===== config.mk =====
export PLATFORM = sky130hd
export DESIGN_NAME = spi_host_arbiter
export DESIGN_NICKNAME = d
export VERILOG_FILES = /design/src/rtl/spi_arb_pkg.sv /design/src/rtl/spi_arb_hold_wdog.sv /design/src/rtl/spi_host_arbiter.sv
export SDC_FILE = /design/constraint.sdc
export NUM_CORES = 1
export LEC_CHECK = 0
export CAP_MARGIN = 20
export CORE_MARGIN = 3
export CORE_UTILIZATION = 30
export DETAILED_ROUTE_END_ITERATION = 12
export GPL_ROUTABILITY_DRIVEN = 0
export SLEW_MARGIN = 20
export SYNTH_ARGS = -nofsm -noshare
export SYNTH_HDL_FRONTEND = slang
export SYNTH_HIERARCHICAL = 1
export SYNTH_SLANG_ARGS = --single-unit

===== constraint.sdc =====
create_clock -name clk -period 2.1 [get_ports clk]
set_input_delay 0.21 -clock clk [delete_from_list [all_inputs] [get_ports clk]]
set_output_delay 0.21 -clock clk [all_outputs]
set_load 0.02 [all_outputs]

===== src/rtl/spi_arb_pkg.sv =====
// Shared definitions for the housekeeping SPI host arbiter: FSM state
// encoding, master index constants, counter types and default parameters.
// Optional watchdog is enabled with the macro SPI_ARB_WATCHDOG_EN.
package spi_arb_pkg;

    // LOCK is only reachable when the hold watchdog is built in.
    typedef enum logic [1:0] {
        ST_IDLE = 2'd0,
        ST_OWN  = 2'd1,
        ST_GAP  = 2'd2,
        ST_LOCK = 2'd3
    } arb_state_e;

    // Master indices: 0 is the UART-to-SPI bridge, 1 the management master.
    localparam logic M_UART = 1'b0;
    localparam logic M_MGMT = 1'b1;

    localparam int GAP_CYCLES_DEF = 4;
    localparam int MAX_HOLD_DEF   = 200000;

    typedef logic [7:0]  gap_cnt_t;
    typedef logic [23:0] hold_cnt_t;

endpackage


===== src/rtl/spi_arb_hold_wdog.sv =====
// Hold watchdog for the current bus owner: detects SCK edges and counts the
// clk cycles between them with a saturating 24-bit counter. expire_o pulses
// on the cycle the owner has gone MAX_HOLD cycles without an SCK edge.
// Instantiated by spi_host_arbiter only when SPI_ARB_WATCHDOG_EN is defined.
module spi_arb_hold_wdog
    import spi_arb_pkg::*;
#(
    parameter int MAX_HOLD = MAX_HOLD_DEF
) (
    input  logic clk,
    input  logic reset,
    input  logic en_i,      // high while a master owns the bus
    input  logic sck_i,     // owner's SCK as seen at the arbiter input
    output logic expire_o
);

    localparam hold_cnt_t HOLD_LAST = hold_cnt_t'(MAX_HOLD - 1);

    logic      sck_prev_q;
    hold_cnt_t hold_cnt_q;
    logic      sck_edge;

    // Ownership always starts with SCK low, so the edge history restarts at 0.
    assign sck_edge = en_i && (sck_i != sck_prev_q);
    assign expire_o = en_i && !sck_edge && (hold_cnt_q >= HOLD_LAST);

    // Track the previous owner SCK level and count quiet cycles, saturating.
    always_ff @(posedge clk or posedge reset) begin
        if (reset) begin
            sck_prev_q <= 1'b0;
            hold_cnt_q <= '0;
        end else begin
            sck_prev_q <= en_i ? sck_i : 1'b0;
            if (!en_i || sck_edge) begin
                hold_cnt_q <= '0;
            end else if (hold_cnt_q != '1) begin
                hold_cnt_q <= hold_cnt_q + 1'b1;
            end
        end
    end

endmodule


===== src/rtl/spi_host_arbiter.sv =====
// Two-master arbiter for the Caravel housekeeping SPI bus. Ownership is
// granted per CSB-low window with round-robin on simultaneous requests, the
// bus is a registered copy of the owner's pins, and every release is
// followed by a fixed CSB-high gap. Define SPI_ARB_WATCHDOG_EN to add the
// SCK-inactivity watchdog and the LOCK state.
module spi_host_arbiter
    import spi_arb_pkg::*;
#(
    parameter int GAP_CYCLES = GAP_CYCLES_DEF,
    parameter int MAX_HOLD   = MAX_HOLD_DEF
) (
    input  logic       clk,
    input  logic       reset,
    input  logic       m0_csb,
    input  logic       m0_sck,
    input  logic       m0_sdi,
    output logic       m0_sdo,
    output logic       m0_gnt,
    input  logic       m1_csb,
    input  logic       m1_sck,
    input  logic       m1_sdi,
    output logic       m1_sdo,
    output logic       m1_gnt,
    output logic       spi_csb,
    output logic       spi_sck,
    output logic       spi_sdi,
    input  logic       spi_sdo,
    output logic       busy,
    output logic [1:0] timeout
);

    localparam gap_cnt_t GAP_LAST = gap_cnt_t'(GAP_CYCLES - 1);

    arb_state_e state_q;
    logic       owner_q;
    logic       last_q;
    logic [1:0] gnt_q;
    logic       spi_csb_q;
    logic       spi_sck_q;
    logic       spi_sdi_q;
    gap_cnt_t   gap_cnt_q;

    logic [1:0] csb_vec;
    logic [1:0] sck_vec;
    logic [1:0] sdi_vec;
    logic [1:0] req_vec;
    logic [1:0] sdo_vec;
    logic       grant_idx;
    logic       own_csb;
    logic       own_sck;
    logic       own_sdi;

    assign csb_vec = {m1_csb, m0_csb};
    assign sck_vec = {m1_sck, m0_sck};
    assign sdi_vec = {m1_sdi, m0_sdi};

    // A request needs CSB low with SCK idle low; only the owner sees device data.
    generate
        for (genvar gi = 0; gi < 2; gi++) begin : g_master
            assign req_vec[gi] = ~csb_vec[gi] & ~sck_vec[gi];
            assign sdo_vec[gi] = gnt_q[gi] & spi_sdo;
        end
    endgenerate

    assign m0_sdo  = sdo_vec[M_UART];
    assign m1_sdo  = sdo_vec[M_MGMT];
    assign m0_gnt  = gnt_q[M_UART];
    assign m1_gnt  = gnt_q[M_MGMT];
    assign spi_csb = spi_csb_q;
    assign spi_sck = spi_sck_q;
    assign spi_sdi = spi_sdi_q;
    assign busy    = (state_q != ST_IDLE);

    // Pick the winner of the current requests and select the owner's pins.
    always_comb begin
        grant_idx = (req_vec == 2'b11) ? ~last_q : req_vec[M_MGMT];
        own_csb   = csb_vec[owner_q];
        own_sck   = sck_vec[owner_q];
        own_sdi   = sdi_vec[owner_q];
    end

`ifdef SPI_ARB_WATCHDOG_EN
    logic       wd_expire;
    logic [1:0] timeout_q;

    spi_arb_hold_wdog #(
        .MAX_HOLD (MAX_HOLD)
    ) u_hold_wdog (
        .clk      (clk),
        .reset    (reset),
        .en_i     (state_q == ST_OWN),
        .sck_i    (own_sck),
        .expire_o (wd_expire)
    );

    assign timeout = timeout_q;
`else
    logic unused_max_hold;
    assign unused_max_hold = ^MAX_HOLD;
    assign timeout         = 2'b00;
`endif

    // Arbiter FSM with registered grant and bus outputs.
    always_ff @(posedge clk or posedge reset) begin
        if (reset) begin
            state_q   <= ST_IDLE;
            owner_q   <= M_UART;
            last_q    <= M_MGMT;
            gnt_q     <= 2'b00;
            spi_csb_q <= 1'b1;
            spi_sck_q <= 1'b0;
            spi_sdi_q <= 1'b0;
            gap_cnt_q <= '0;
`ifdef SPI_ARB_WATCHDOG_EN
            timeout_q <= 2'b00;
`endif
        end else begin
            case (state_q)
                ST_IDLE: begin
                    // Bus stays idle on the grant edge; CSB follows one edge later.
                    if (|req_vec) begin
                        owner_q <= grant_idx;
                        last_q  <= grant_idx;
                        gnt_q   <= {grant_idx, ~grant_idx};
                        state_q <= ST_OWN;
                    end
                end
                ST_OWN: begin
                    if (own_csb) begin
                        spi_csb_q <= 1'b1;
                        spi_sck_q <= 1'b0;
                        spi_sdi_q <= 1'b0;
                        gnt_q     <= 2'b00;
                        gap_cnt_q <= '0;
                        state_q   <= ST_GAP;
`ifdef SPI_ARB_WATCHDOG_EN
                    end else if (wd_expire) begin
                        spi_csb_q          <= 1'b1;
                        spi_sck_q          <= 1'b0;
                        spi_sdi_q          <= 1'b0;
                        gnt_q              <= 2'b00;
                        timeout_q[owner_q] <= 1'b1;
                        state_q            <= ST_LOCK;
`endif
                    end else begin
                        spi_csb_q <= own_csb;
                        spi_sck_q <= own_sck;
                        spi_sdi_q <= own_sdi;
                    end
                end
                ST_GAP: begin
                    if (gap_cnt_q >= GAP_LAST) begin
                        state_q <= ST_IDLE;
                    end else if (gap_cnt_q != '1) begin
                        gap_cnt_q <= gap_cnt_q + 1'b1;
                    end
                end
`ifdef SPI_ARB_WATCHDOG_EN
                ST_LOCK: begin
                    // Timed-out master must cycle CSB high before anyone is served.
                    if (own_csb) begin
                        gap_cnt_q <= '0;
                        state_q   <= ST_GAP;
                    end
                end
`endif
                default: begin
                    state_q <= ST_IDLE;
                end
            endcase
        end
    end

endmodule


---- Word level (Yosys, flattened, before mapping) ----
Cells that the tools add are included.
cells by class
  add/subtract/negate cells ............... 1
  $lt $le $gt $ge ......................... 2
  eq/ne operators ......................... 9
  mux-type cells .......................... 21
  bitwise operators ....................... 10
  reduce and logical (&&, ||, !) cells .... 9
operator list
  cell                   count
  $mux W8                3
  $pmux W8 S2            1
  $mux W1                10
  $mux W2                5
  $ne A2 B2 Y1 const B   5
  $add A8 B1 Y8 const B  1
  $ge A8 B2 Y1 const B   1
  $ne A8 B8 Y1 const B   1
  $not A1 Y1             6
  $pmux W2 S3            1
  $reduce_and A3 Y1      2
  $reduce_bool A2 Y1     3
  $and A1 B1 Y1          4
  $eq A2 B2 Y1 const B   2
  $pmux W2 S2            1
  $reduce_and A4 Y1      1
  $eq A2 B1 Y1 const B   1
  $logic_not A2 Y1       1
  $lt A1 B2 Y1 const B   1
  $reduce_and A2 Y1      1
  $reduce_or A2 Y1       1
word-level totals
  register bits ........................... 17
  input port bits ......................... 9
  output and inout port bits .............. 10
  word-level logic and storage cells ...... 60

---- Longest topological paths before layout ----
Gate-level depths: netlist of the first run.
  depth after elaboration ................. 7
  gate-level depth with buffers ........... 5
  depth with buffers taken out ............ 5

---- Least setup slack after synthesis of the first run ----
No wires, ideal clock.
  path type ............................... register to register
  start ................................... register gap_cnt_q[0]
  end ..................................... register gap_cnt_q[0]
  library setup time ...................... 134 ps
  arrival time ............................ 1279 ps
  data required time ...................... 1966 ps
  slack ................................... 687 ps
  stages on the path, launching flop included .. 6
  path buffers ............................ 0
  clock period less this slack ............ 1413 ps
  cell sequence ........................... dfrtp_1 -> ha_1 -> nor4_2 -> nand2_1 -> a221oi_4 -> mux2i_1
between the ends
  longest elaborated chain between the ends .. 4
  elaborated cells on any way between the ends .. 9
  classes of those cells .................. add/sub (1); order compare (1); eq/ne (3); mux (3); reduce/logical (1)
ends and longest elaborated chain
  item                    line                     RTL
  from (decl)             spi_host_arbiter.sv:41   gap_cnt_t gap_cnt_q;
  from (signal assigned)  spi_host_arbiter.sv:155  gap_cnt_q <= gap_cnt_q + 1'b1;
  $add A8 B1 Y8           spi_host_arbiter.sv:155
  $mux W8                 spi_host_arbiter.sv:154  end else if (gap_cnt_q != '1) begin
  $mux W8                 spi_host_arbiter.sv:152  if (gap_cnt_q >= GAP_LAST) begin
  $pmux W8 S2             spi_host_arbiter.sv:118  case (state_q)
Parallel ways exist; a longest one is shown, timed or not. The select of a mux whose other input is x is not followed.
A chain may end at the register's enable or synchronous reset.

---- Final worst setup path of the first run ----
  start ................................... register state_q[1]
  end ..................................... output busy
between the ends
  longest elaborated chain between the ends .. 1
ends and longest elaborated chain
  item                    line                     RTL
  from (decl)             spi_host_arbiter.sv:34   arb_state_e state_q;
  from (signal assigned)  spi_host_arbiter.sv:106  state_q <= ST_IDLE;
  from (signal assigned)  spi_host_arbiter.sv:125  state_q <= ST_OWN;
  from (signal assigned)  spi_host_arbiter.sv:135  state_q <= ST_GAP;
  $reduce_bool A2 Y1      spi_host_arbiter.sv:72   assign busy = (state_q != ST_IDLE);
  to (decl)               spi_host_arbiter.sv:28   output logic busy,
Every way passes these cells.

==> impl_metrics.tcl, run 1 <==
set metrics [dict create \
    yosysWarnings 6 \
    leakage_uw 0.000463 \
    diodes 0 \
    finalCritPeriodShare_pct 82.4 \
    drive_gt1_share_pct 11.6 \
    via_count 526 \
    fillers 241 \
    clockBufferDepth 2 \
    numCtsBuffers 3 \
    rows 17 \
    sw_frac_of_total_pct 36.6 \
    ir_drop_mv 0.822 \
    via_per_inst 4.61 \
    cts_sinks 17 \
    grt_pass1_wl_um 2300 \
    final-setup-viol-count 0 \
    finalWirelength_um 1260 \
    netlist_area_um2 783 \
    track_usage_pct 9.10 \
    hp-class "in -> async" \
    post_drt_wl_per_cell_um 11.1 \
    p_int_uw 818 \
    clockRootBuffer "clkbuf_4" \
    htreeDepth 1 \
    end_kind "output port" \
    critPathKind "reg -> out" \
    combPwrFrac_pct 47.0 \
    dp_hpwl_um 980 \
    arrival_ns 1.52 \
    firstDrtPassIters 4 \
    grt_pass1_vias 509 \
    pwr-share-clk_pct 13.0 \
    rsz0062_at_grt "no" \
    clock_skew_ns 0.00772 \
    cts_tree "done" \
    avgSynthCellArea_um2 11.7 \
    core_area_mm2 0.00234 \
    power_uw 1290 \
    min_period_ns 1.73 \
    cap_violations 0 \
    slew_headroom_pct 58.1 \
    drt.antenna.violating_nets 0 \
    p_sw_uw 473 \
    die-area_mm2 0.00326 \
    tightest_slew_ns 0.628 \
    start_util_pct 33.5 \
    clkTransAtPathRegs_ns 0.10 \
    cts_setup_buffers 0 \
    ys_seq_area_share_pct 54.6 \
    hold_buffers 0 \
    gr-total-overflow 0 \
    seq_power_share_pct 40.0 \
    cts_repair_resize_count 0 \
    worst_r2r_path_depth 5 \
    drcViolationCount 0 \
    area_growth_pct 27.0 \
    ios 19 \
    numPortBuffers 16 \
    grt_max_degree 18 \
    finalSetupTns_ns 0 \
    synthCells 67 \
    setup_ws_ns 0.370 \
    crit_required_ns 1.89 \
    synth_cell_types 27 \
    die_w_um 57.1 \
    drtIter0Drc 4 \
    synth-seq-cells 17 \
    cp-start-kind "register" \
    place_ws_ns 0.496 \
    finalMaxSlewViolations 0 \
    fmax_ghz 0.578 \
    outcome "complete, no violations" \
    hold_viol_final 0 \
    die_y_um 57.1 \
    final_nets 97 \
    clk_latency_ns 0.29 \
    antenna_found_initial 0 \
    p_per_area_mw_per_mm2 1300 \
    path_max_fanout 3 \
]
area by class of cell:
| type | instances | area (um2) | share of cell area (%) |
|---|---|---|---|
| clock buffer | 3 | 22.5 | 2.26 |
| sequential | 17 | 428 | 43.0 |
| clock inverter | 1 | 5.00 | 0.503 |
| multi-input combinational | 45 | 329 | 33.1 |
| timing repair buffer | 16 | 160 | 16.1 |
| tap | 28 | 35.0 | 3.52 |
| inverter | 4 | 15.0 | 1.51 |
cell families after synthesis:
logic type | Yosys count | share of synthesized area (%)
AND/OR/NAND/NOR | 26 | 19.0
flip-flops | 17 | 54.6
AO/OA/AOI/OAI | 12 | 15.3
buffers and inverters | 6 | 3.83
multiplexers | 4 | 5.11
adder cells (fa/ha/maj) | 1 | 1.60
other | 1 | 0.479
registers in the layout, indices dropped and copies added (netlist names):
| signal | count |
|---|---|
| gap_cnt_q | 8 |
| spi_sdi | 1 |
| state_q | 2 |
| spi_csb | 1 |
| owner_q | 1 |
| gnt_q | 2 |
| spi_sck | 1 |
| last_q | 1 |
critical path: stages, from the launching register on:
cell	delay (ns)
dfrtp_1	0.39
or2_1	0.28
clkdlybuf4s50_1	0.56
cells in the final DEF, fill, tap and decap left out, types with 2 or more instances in the layout:
cell type and instances:
nand3_1 2, a21o_1 3, dfrtp_1 15, mux2i_1 4
nor2_1 2, nor2b_1 7, nand2_1 5, dfstp_2 2
nand2b_1 2, o21ai_0 2, inv_1 4, o21bai_1 2
and2_1 2, clkdlybuf4s50_1 16, clkbuf_4 3, conb_1 2
worst paths after layout:
path | start | endpoint | slack, ns
max | state_q[1]$_DFFE_PP0P_ | busy | 0.37
min | reset | gap_cnt_q[7]$_DFFE_PP0P_ | 0.29
max reg2reg | gap_cnt_q[0]$_DFFE_PP0P_ | gap_cnt_q[0]$_DFFE_PP0P_ | 0.60
min reg2reg | gap_cnt_q[0]$_DFFE_PP0P_ | gap_cnt_q[0]$_DFFE_PP0P_ | 0.50
max in group asynchronous | reset | gap_cnt_q[6]$_DFFE_PP0P_ | 1.40
min in group clk | gap_cnt_q[0]$_DFFE_PP0P_ | gap_cnt_q[0]$_DFFE_PP0P_ | 0.50
layer usage:
layer | global-route usage (%) | wire length, um
met2 | 12.7 | 526
met1 | 12.5 | 653
met4 | 1.99 | 12
met3 | 4.75 | 71
met5 | 0 | 0
through the flow:
| step | instance area, um2 | hold slack [ns] | instances | utilization [%] |
|---|---|---|---|---|
| floorplan | 787 | 0.135 | 68 | - |
| global placement | 967 | 0.467 | 110 | 41.3 |
| detailed placement | 967 | 0.476 | 110 | 41.3 |
| CTS | 995 | 0.302 | 114 | 42.5 |
| global route | 995 | 0.342 | 114 | 42.5 |
| finish | 995 | 0.292 | 114 | 42.5 |
power by group through the flow:
stage / clock network [uW] / logic, uW / registers (uW)
global placement: 0 / 611 / 521
global route: 191 / 669 / 538
floorplan: 0 / 351 / 574
finish: 168 / 606 / 517
CTS: 181 / 616 / 518
detailed placement: 0 / 611 / 525
cell usage after synthesis:
library cell	count	area share [%]
conb_1	1	0.48
o21ai_1	1	0.64
nand4_1	1	0.80
o21ai_0	2	1.3
nand2_1	5	2.4
a21o_1	3	2.9
nor2_2	1	0.80
nand3_1	2	1.3
and2_1	2	1.6
ha_1	1	1.6
buf_4	2	1.9
inv_1	4	1.9
o22ai_1	1	0.80
a2111oi_4	1	3.5
nor2b_1	7	5.6
nor3_1	1	0.64
o21bai_1	2	1.9
or2_1	1	0.80
and2b_1	1	0.96
a211oi_1	1	0.96
a221oi_4	1	3.4
dfstp_2	2	6.7
dfrtp_1	15	48
nor2_1	2	0.96
nor4_2	1	1.6
mux2i_1	4	5.1
nand2b_1	2	1.6
No activity file was read; power rests on OpenSTA's default activity.
==> inputs of run 2 (changes only) <==
Clock period 2.1 ns to 1.5 ns, I/O delays scaled along.
==> impl_metrics.tcl, run 2 (synthesis gave the netlist of run 1 again) <==
set metrics [dict create \
    drt.antenna.violating_nets 0 \
    numCtsBuffers 3 \
    p_int_uw 1190 \
    via_count 539 \
    end_kind "register" \
    htreeDepth 1 \
    die_w_um 57.1 \
    post_drt_wl_per_cell_um 12.7 \
    worst_r2r_path_depth 6 \
    area_growth_pct 33.1 \
    gr-total-overflow 0 \
    leakage_uw 0.000499 \
    firstDrtPassIters 3 \
    numPortBuffers 16 \
    final-setup-viol-count 0 \
    endpoint "gap_cnt_q[0]$_DFFE_PP0P_" \
    regMostFlops "gap_cnt_q" \
    startpoint "gap_cnt_q[0]$_DFFE_PP0P_" \
    largestRegisters "gap_cnt_q x8, gnt_q x2, state_q x2" \
    fmax_ghz 0.698 \
    dp_hpwl_um 1120 \
    reg2reg_slack_ns 0.07 \
    crit_required_ns 1.66 \
    grt_pass1_wl_um 2550 \
    r2r-start "gap_cnt_q[0]$_DFFE_PP0P_" \
    p_per_area_mw_per_mm2 1810 \
    hold_viol_final 0 \
    worst-path-stages 6 \
    start_util_pct 33.5 \
    finalMaxSlewViolations 0 \
    cts_tree "done" \
    max_stage_delay_ns 0.39 \
    final_cell_mix "dfrtp_1 (15), clkdlybuf4s50_1 (12), nor2b_1 (7), nand2_1 (5), buf_4 (5)" \
    critPathSlowestCell "dfrtp_1" \
    hold_ws_ns 0.162 \
    arrival_ns 1.59 \
    final_nets 102 \
    crit_chain "ha_2, buf_4, nand3_1, o21ai_2, a221oi_4, mux2i_1" \
    utilization_pct 44.5 \
    outcome "complete, no violations" \
    grt_pass1_vias 567 \
    cap_violations 0 \
    seq_power_share_pct 38.3 \
    ios 19 \
    core_area_mm2 0.00234 \
    cpLargestDelayFamily "flip-flops" \
    drcViolationCount 0 \
    min_period_ns 1.43 \
    finalWirelength_um 1520 \
    hold_buffers 0 \
    layout_commonest_cell "dfrtp_1" \
    die-area_mm2 0.00326 \
    rr_endpoint "gap_cnt_q[0]$_DFFE_PP0P_" \
    cp-start-kind "register" \
    track_usage_pct 10.2 \
    drive_gt1_share_pct 17.6 \
    die_y_um 57.1 \
    drtIter0Drc 10 \
    ir_drop_mv 1.04 \
    antenna_found_initial 0 \
    rows 17 \
    clockRootBuffer "clkbuf_4" \
    via_per_inst 4.53 \
    path_max_fanout 3 \
    cts_sinks 17 \
    diodes 0 \
    combPwrFrac_pct 48.9 \
    clock_skew_ns 0.00387 \
    critPathKind "reg -> reg" \
    sw_frac_of_total_pct 36.9 \
    grt_max_degree 18 \
    clockBufferDepth 2 \
    finalCritPeriodShare_pct 95.5 \
    critPathBufInv 1 \
    finalSetupTns_ns 0 \
    p_sw_uw 695 \
    largest_reg_flops 8 \
    pwr-share-clk_pct 12.8 \
    clk_latency_ns 0.28 \
    clkTransAtPathRegs_ns 0.10 \
    hp-class "in -> async" \
]
run 2: how the worst min path moves through the flow:
stage / from / to / slack (ns) / cells past startpoint
after floorplan: reset / gap_cnt_q[0]$_DFFE_PP0P_ / 0.07 / 1
after global placement: spi_sdi$_DFFE_PP0P_ / spi_sdi$_DFFE_PP0P_ / 0.47 / 2
after detailed placement: spi_sck$_DFFE_PP0P_ / spi_sck$_DFFE_PP0P_ / 0.47 / 2
after CTS: reset / gnt_q[1]$_DFFE_PP0P_ / 0.16 / 3
after global routing: reset / gnt_q[1]$_DFFE_PP0P_ / 0.17 / 3
final: reset / gnt_q[1]$_DFFE_PP0P_ / 0.16 / 3
run 2: layer usage:
metal | wire length [um] | part of all wire [%] | GRT usage, %
met5 | 0 | 0 | 0
met4 | 12 | 0.79 | 5.96
met3 | 62 | 4.1 | 2.94
met2 | 744 | 49 | 16.0
met1 | 697 | 46 | 12.6
run 2: worst min-delay path: stages:
cell             delay (ns)
clkdlybuf4s50_1        0.39
inv_1                  0.05
buf_4                  0.23
run 2: area by class of cell:
cell class	instances	area (um2)
Fill cell	217	1300
Tap cell	28	35.0
Inverter	4	15.0
Sequential cell	17	428
Multi-Input combinational cell	45	344
Clock buffer	4	26.3
Timing Repair Buffer	21	194
run 2: power by group through the flow:
stage / Clock (uW) / Sequential, uW / Combinational, uW
floorplan: 0 / 803 / 491
global placement: 0 / 727 / 894
detailed placement: 0 / 731 / 905
CTS: 254 / 723 / 876
global route: 276 / 745 / 1010
finish: 241 / 722 / 920
run 2: timing repair:
| item | 4_1_cts | 5_1_grt |
|---|---|---|
| hold endpoints to repair | 0 | 0 |
| buffers inserted | 0 | 1 |
| resized for setup | 4 | 4 |
| pin swaps | 2 | 1 |
| setup endpoints to repair | 6 | 3 |
run 2: metrics by stage:
step / cell area, um2 / setup slack (ns) / total power [uW] / instances
6_report: 1040 / 0.0678 / 1880 / 119
5_1_grt: 1040 / -0.0310 / 2040 / 119
4_1_cts: 1020 / 0.00635 / 1850 / 118
3_5_place_dp: 997 / -0.0259 / 1640 / 114
2_1_floorplan: 787 / 0.0870 / 1290 / 68
3_3_place_gp: 997 / 0.00744 / 1620 / 114
==> RTL change 1 (flow settings as in run 2) <==
Build with the macro `SPI_ARB_WATCHDOG_EN` defined.
--- a/src/rtl/spi_host_arbiter.sv
+++ b/src/rtl/spi_host_arbiter.sv
@@ -5,2 +5,4 @@
 // SCK-inactivity watchdog and the LOCK state.
+`define SPI_ARB_WATCHDOG_EN
+
 module spi_host_arbiter
Check against the original RTL: same outputs for any inputs over 10 cycles, from zero or initial values and one cycle with reset high; that may be too few to reach the edited logic, so the function may still have changed.
==> RTL change 1 against run 2 <==
- the run now ends with negative setup slack left
- wire length rose to 4.8 times the old value
- largest power group unchanged
- synthesized cell count rose to 3.8 times the old value
- final cell count rose to 3.9 times the old value
- design area rose to 3.8 times the old value
- sequential cell count rose by 27
- global-route usage rose by 5.2 points
- via count rose to 4.5 times the old value
- area after synthesis rose to 3.2 times the old value
- worst setup slack got worse by 0.65 ns
- first-iteration DRC count rose to 11 times the old value
- power rose by 140%
- worst hold slack improved by 0.031 ns
- non-clock buffer count rose by 86
==> RTL change 1: results (changes against run 2) <==
Worst EP arrival = 2.28 ns (was 1.59 ns)
VDD IR-drop max = 780 uV (was 1040 uV)
synth unique cells = 57 (was 27)
failing checks = negative setup slack
Pleak = 0.00175 uW (was 0.000499 uW)
total CTS buffers = 5 (was 3)
clk_lat worst skew = 0.30 ns (was 0.28 ns)
IO buf count = 18 (was 16)
placed instance area = 3300 um^2 (was 997 um^2)
leading post-synthesis cells by cell area = dfrtp_1 (42%), mux2i_1 (4.4%), nand2_1 (4.4%), a2111o_1 (3.2%), a21oi_1 (2.8%) (was dfrtp_1 (48%), dfstp_2 (6.7%), nor2b_1 (5.6%), mux2i_1 (5.1%), a2111oi_4 (3.5%))
H-tree levels = 2 (was 1)
DR pass1 iterations = 4 (was 3)
hold_ws = 0.193 ns (was 0.162 ns)
Root Buffer = clkbuf_8 (was clkbuf_4)
vias in the first global route = 2401 (was 567)
post-CTS setup buffer count = 11 (was 0)
Place WS = -0.793 ns (was -0.0259 ns)
Iter 0 DRT Violations = 109 (was 10)
DR vias = 2431 (was 539)
setup_tns = -8.75 ns (was 0 ns)
routed len/inst = 15.8 um (was 12.7 um)
first-pass GRT wire length = 11.9 mm (was 2.55 mm)
share of layout cells above drive strength 1 = 0.453 (was 0.176)
DP HPWL = 4.84 mm (was 1.12 mm)
largest net degree at the start of global routing = 26 (was 18)
# resized after CTS = 60 (was 4)
# setup viols final = 31 (was 0)
Synth Instances = 253 (was 67)
Worst Setup Slack, final = -0.579 ns (was 0.0678 ns)
status = finished, violations left (was complete, no violations)
Largest regs = u_hold_wdog/hold_cnt_q (24), gap_cnt_q (8) (was gap_cnt_q (8), gnt_q (2), state_q (2))
[RTL change 1: layout make-up]
cell class | instances | area, um^2
Clock buffer | 6 | 82.6
Sequential cell | 44 | 1100
Inverter | 9 | 33.8
Multi-Input combinational cell | 190 | 1610
Clock inverter | 2 | 38.8
Timing Repair Buffer | 107 | 935
Fill cell | 686 | 3950
Tap cell | 102 | 128
[RTL change 1: logic make-up after synthesis]
kind of cell             count (synthesis)  synth area share
AND/OR/NAND/NOR                        109             0.252
AO/OA/AOI/OAI                           63             0.185
flip-flops                              44             0.445
buffers and inverters                   20            0.0438
multiplexers                            14            0.0605
adder cells (fa/ha/maj)                  2            0.0101
XOR/XNOR                                 1           0.00353
[RTL change 1: worst max-delay path, stage by stage, from the launching register on]
cell,delay [ns]
dfrtp_1,0.40
mux2_4,0.34
xor2_4,0.16
nand2b_4,0.14
or3_4,0.34
o21ai_4,0.17
buf_6,0.13
o21ai_4,0.05
a32o_1,0.25
[RTL change 1: report_power, final]
part           total [uW]  internal [uW]  switching (uW)
clock network         980            545             435
logic                1970            972            1000
registers            1510           1370             137
[RTL change 1: worst paths after layout]
path,start,depth (start not counted),endpoint
worst max-delay path,owner_q,8,gnt_q[1]
min in group clk,timeout[0],1,timeout[0]
worst min-delay path,reset,3,gnt_q[1]
max in group asynchronous,reset,3,u_hold_wdog/hold_cnt_q[20]
worst min register to register,timeout[0],1,timeout[0]
worst max register to register,owner_q,8,gnt_q[1]
[RTL change 1: routing by layer]
metal | global-route usage | part of all wire | vias to the layer above
met1 | 0.197 | 0.45 | 1207
met3 | 0.0332 | 0.033 | 11
met5 | 0 | 0 | -
met4 | 0.0464 | 0.017 | 0
met2 | 0.260 | 0.50 | 49
li1 | - | - | 1164
==> RTL change 2 (settings of run 2) <==
Without the edit above. Re-encode `arb_state_e` (4 states) as one-hot, 4 bits wide.
--- a/src/rtl/spi_arb_pkg.sv
+++ b/src/rtl/spi_arb_pkg.sv
@@ -6,7 +6,7 @@
     // LOCK is only reachable when the hold watchdog is built in.
-    typedef enum logic [1:0] {
-        ST_IDLE = 2'd0,
-        ST_OWN  = 2'd1,
-        ST_GAP  = 2'd2,
-        ST_LOCK = 2'd3
+    typedef enum logic [3:0] {
+        ST_IDLE = 4'b0001,
+        ST_OWN  = 4'b0010,
+        ST_GAP  = 4'b0100,
+        ST_LOCK = 4'b1000
     } arb_state_e;
Function: same outputs for any inputs over 10 cycles, from zero or initial values and one cycle with reset high; not proved beyond that.
==> RTL change 2 against run 2 <==
- first-iteration DRC count rose by 60%
- wire length rose by 22%
- sequential cell count up 1
- sequential share of layout area shrank 1.1 points
- design area is 9.1% higher
- power grew 11%
- highest routed layer unchanged
- worst setup slack better by 0.016 ns
- area after synthesis increased by 12%
- non-clock buffer count rose by 2
==> RTL change 2: results (changes against run 2) <==
status = complete, no violations (unchanged)
IO buf count = 16 (unchanged)
H-tree levels = 1 (unchanged)
hold-fix buffers at CTS = 0 (unchanged)
Post-synth top cells = dfrtp_1 (15), nor2b_1 (6), mux2i_1 (4), nand2_1 (4), nand3_1 (4) (was dfrtp_1 (15), nor2b_1 (7), nand2_1 (5))
GRT Util Overall = 0.126 (was 0.102)
clk buf depth = 2 (unchanged)
Post-Layout Cell Count = 130 (was 119)
Iter 0 DRT Violations = 16 (was 10)
first-pass GRT wire length = 3.35 mm (was 2.55 mm)
Layout Nets = 111 (was 102)
routed len/inst = 14.2 um (was 12.7 um)
largest net degree at the start of global routing = 19 (was 18)
Pleak = 0.000565 uW (was 0.000499 uW)
Largest regs = gap_cnt_q (8), state_q (3), gnt_q (2) (was gap_cnt_q (8), gnt_q (2), state_q (2))
synth unique cells = 34 (was 27)
Mean Syn Cell Area = 11.7 um^2 (about the same)
leading post-synthesis cells by cell area = dfrtp_1 (43%), dfstp_2 (9.0%), mux2i_1 (4.6%), nor2b_1 (4.3%), mux2i_4 (2.6%) (was dfrtp_1 (48%), dfstp_2 (6.7%), nor2b_1 (5.6%), mux2i_1 (5.1%), a2111oi_4 (3.5%))
reg2reg setup slack = 0.10 ns (was 0.07 ns)
post-CTS setup buffer count = 0 (unchanged)
Critical path origin = state_q[0] (was gap_cnt_q[0])
gr ovfl total = 0 (unchanged)
DP HPWL = 1.34 mm (was 1.12 mm)
Crit Path Max Fanout = 3 (unchanged)
reg2reg path depth = 6 (unchanged)
Synth Warn # = 6 (unchanged)
share of layout cells above drive strength 1 = 0.230 (was 0.176)
vias in the first global route = 676 (was 567)
Hold Path Class = in2async (unchanged)
total CTS buffers = 3 (unchanged)
initial antenna violation count = 0 (unchanged)
Worst EP arrival = 1.27 ns (was 1.59 ns)
vias per std cell = 4.97 (was 4.53)
register area share after synthesis = 0.519 (was 0.546)
asr flop ratio synth = 1.00 (unchanged)
DR pass1 iterations = 4 (was 3)
worst reg2reg path endpoint = gnt_q[0] (was gap_cnt_q[0])
Diodes inserted = 0 (unchanged)
clk_lat worst skew = 0.29 ns
fill count = 258 (was 217)
Clock Skew = 0.00155 ns (was 0.00387 ns)
Root Buffer = clkbuf_4 (unchanged)
clock-pin slew on the worst setup and hold paths = 0.11 ns
VDD IR-drop max = 1040 uV (about the same)
CP Capture Point = busy (was gap_cnt_q[0])
RTL change 2: metal layers:
metal	track usage	up-vias	share of wire
li1	-	314	-
met1	0.179	312	0.48
met2	0.181	18	0.47
met3	0.0194	2	0.037
met4	0.0728	0	0.016
met5	0	-	0
RTL change 2: cell families (layout without fill, tap and decap cells):
| family | count (synthesis) | in the layout | synth area share |
|---|---|---|---|
| fa+ha+maj | 1 | 1 | 0.0143 |
| simple gates | 27 | 27 | 0.205 |
| flops | 18 | 18 | 0.519 |
| buf+inv | 7 | 31 | 0.0472 |
| xor+xnor | 1 | 1 | 0.0100 |
| mux | 5 | 5 | 0.0715 |
| other cells | 1 | 2 | 0.00429 |
| compound gates | 15 | 15 | 0.129 |
RTL change 2: stage by stage:
| stage | instance area (um^2) | setup slack, ns | hold slack, ns | power [uW] |
|---|---|---|---|---|
| after floorplan | 878 | 0.0457 | 0.0864 | 1410 |
| after global placement | 1100 | 0.0300 | 0.463 | 1810 |
| after detailed placement | 1100 | 0.0190 | 0.468 | 1840 |
| after CTS | 1130 | 0.000773 | 0.160 | 2120 |
| after global routing | 1140 | 0.00524 | 0.187 | 2280 |
| final | 1140 | 0.0837 | 0.155 | 2100 |
RTL change 2: cell type report:
class,instances,share of cell area
clock buffers,4,0.0319
inverters,4,0.0132
multi-input cells,51,0.339
flip-flops and latches,18,0.399
well taps,30,0.0330
repair buffers,23,0.184
RTL change 2: worst max-delay path: stages, from the launching register on:
cell	delay, ns
dfstp_2	0.57
nor3b_4	0.20
inv_2	0.05
buf_2	0.15
RTL change 2: timing repair:
action                     CTS  global route
resized for setup            8             2
setup endpoints to repair    5             3
pin swaps                    0             1
RTL change 2: report_power, final:
| part | switching [uW] | internal (uW) |
|---|---|---|
| clock network | 160 | 148 |
| registers | 149 | 663 |
| logic | 486 | 491 |
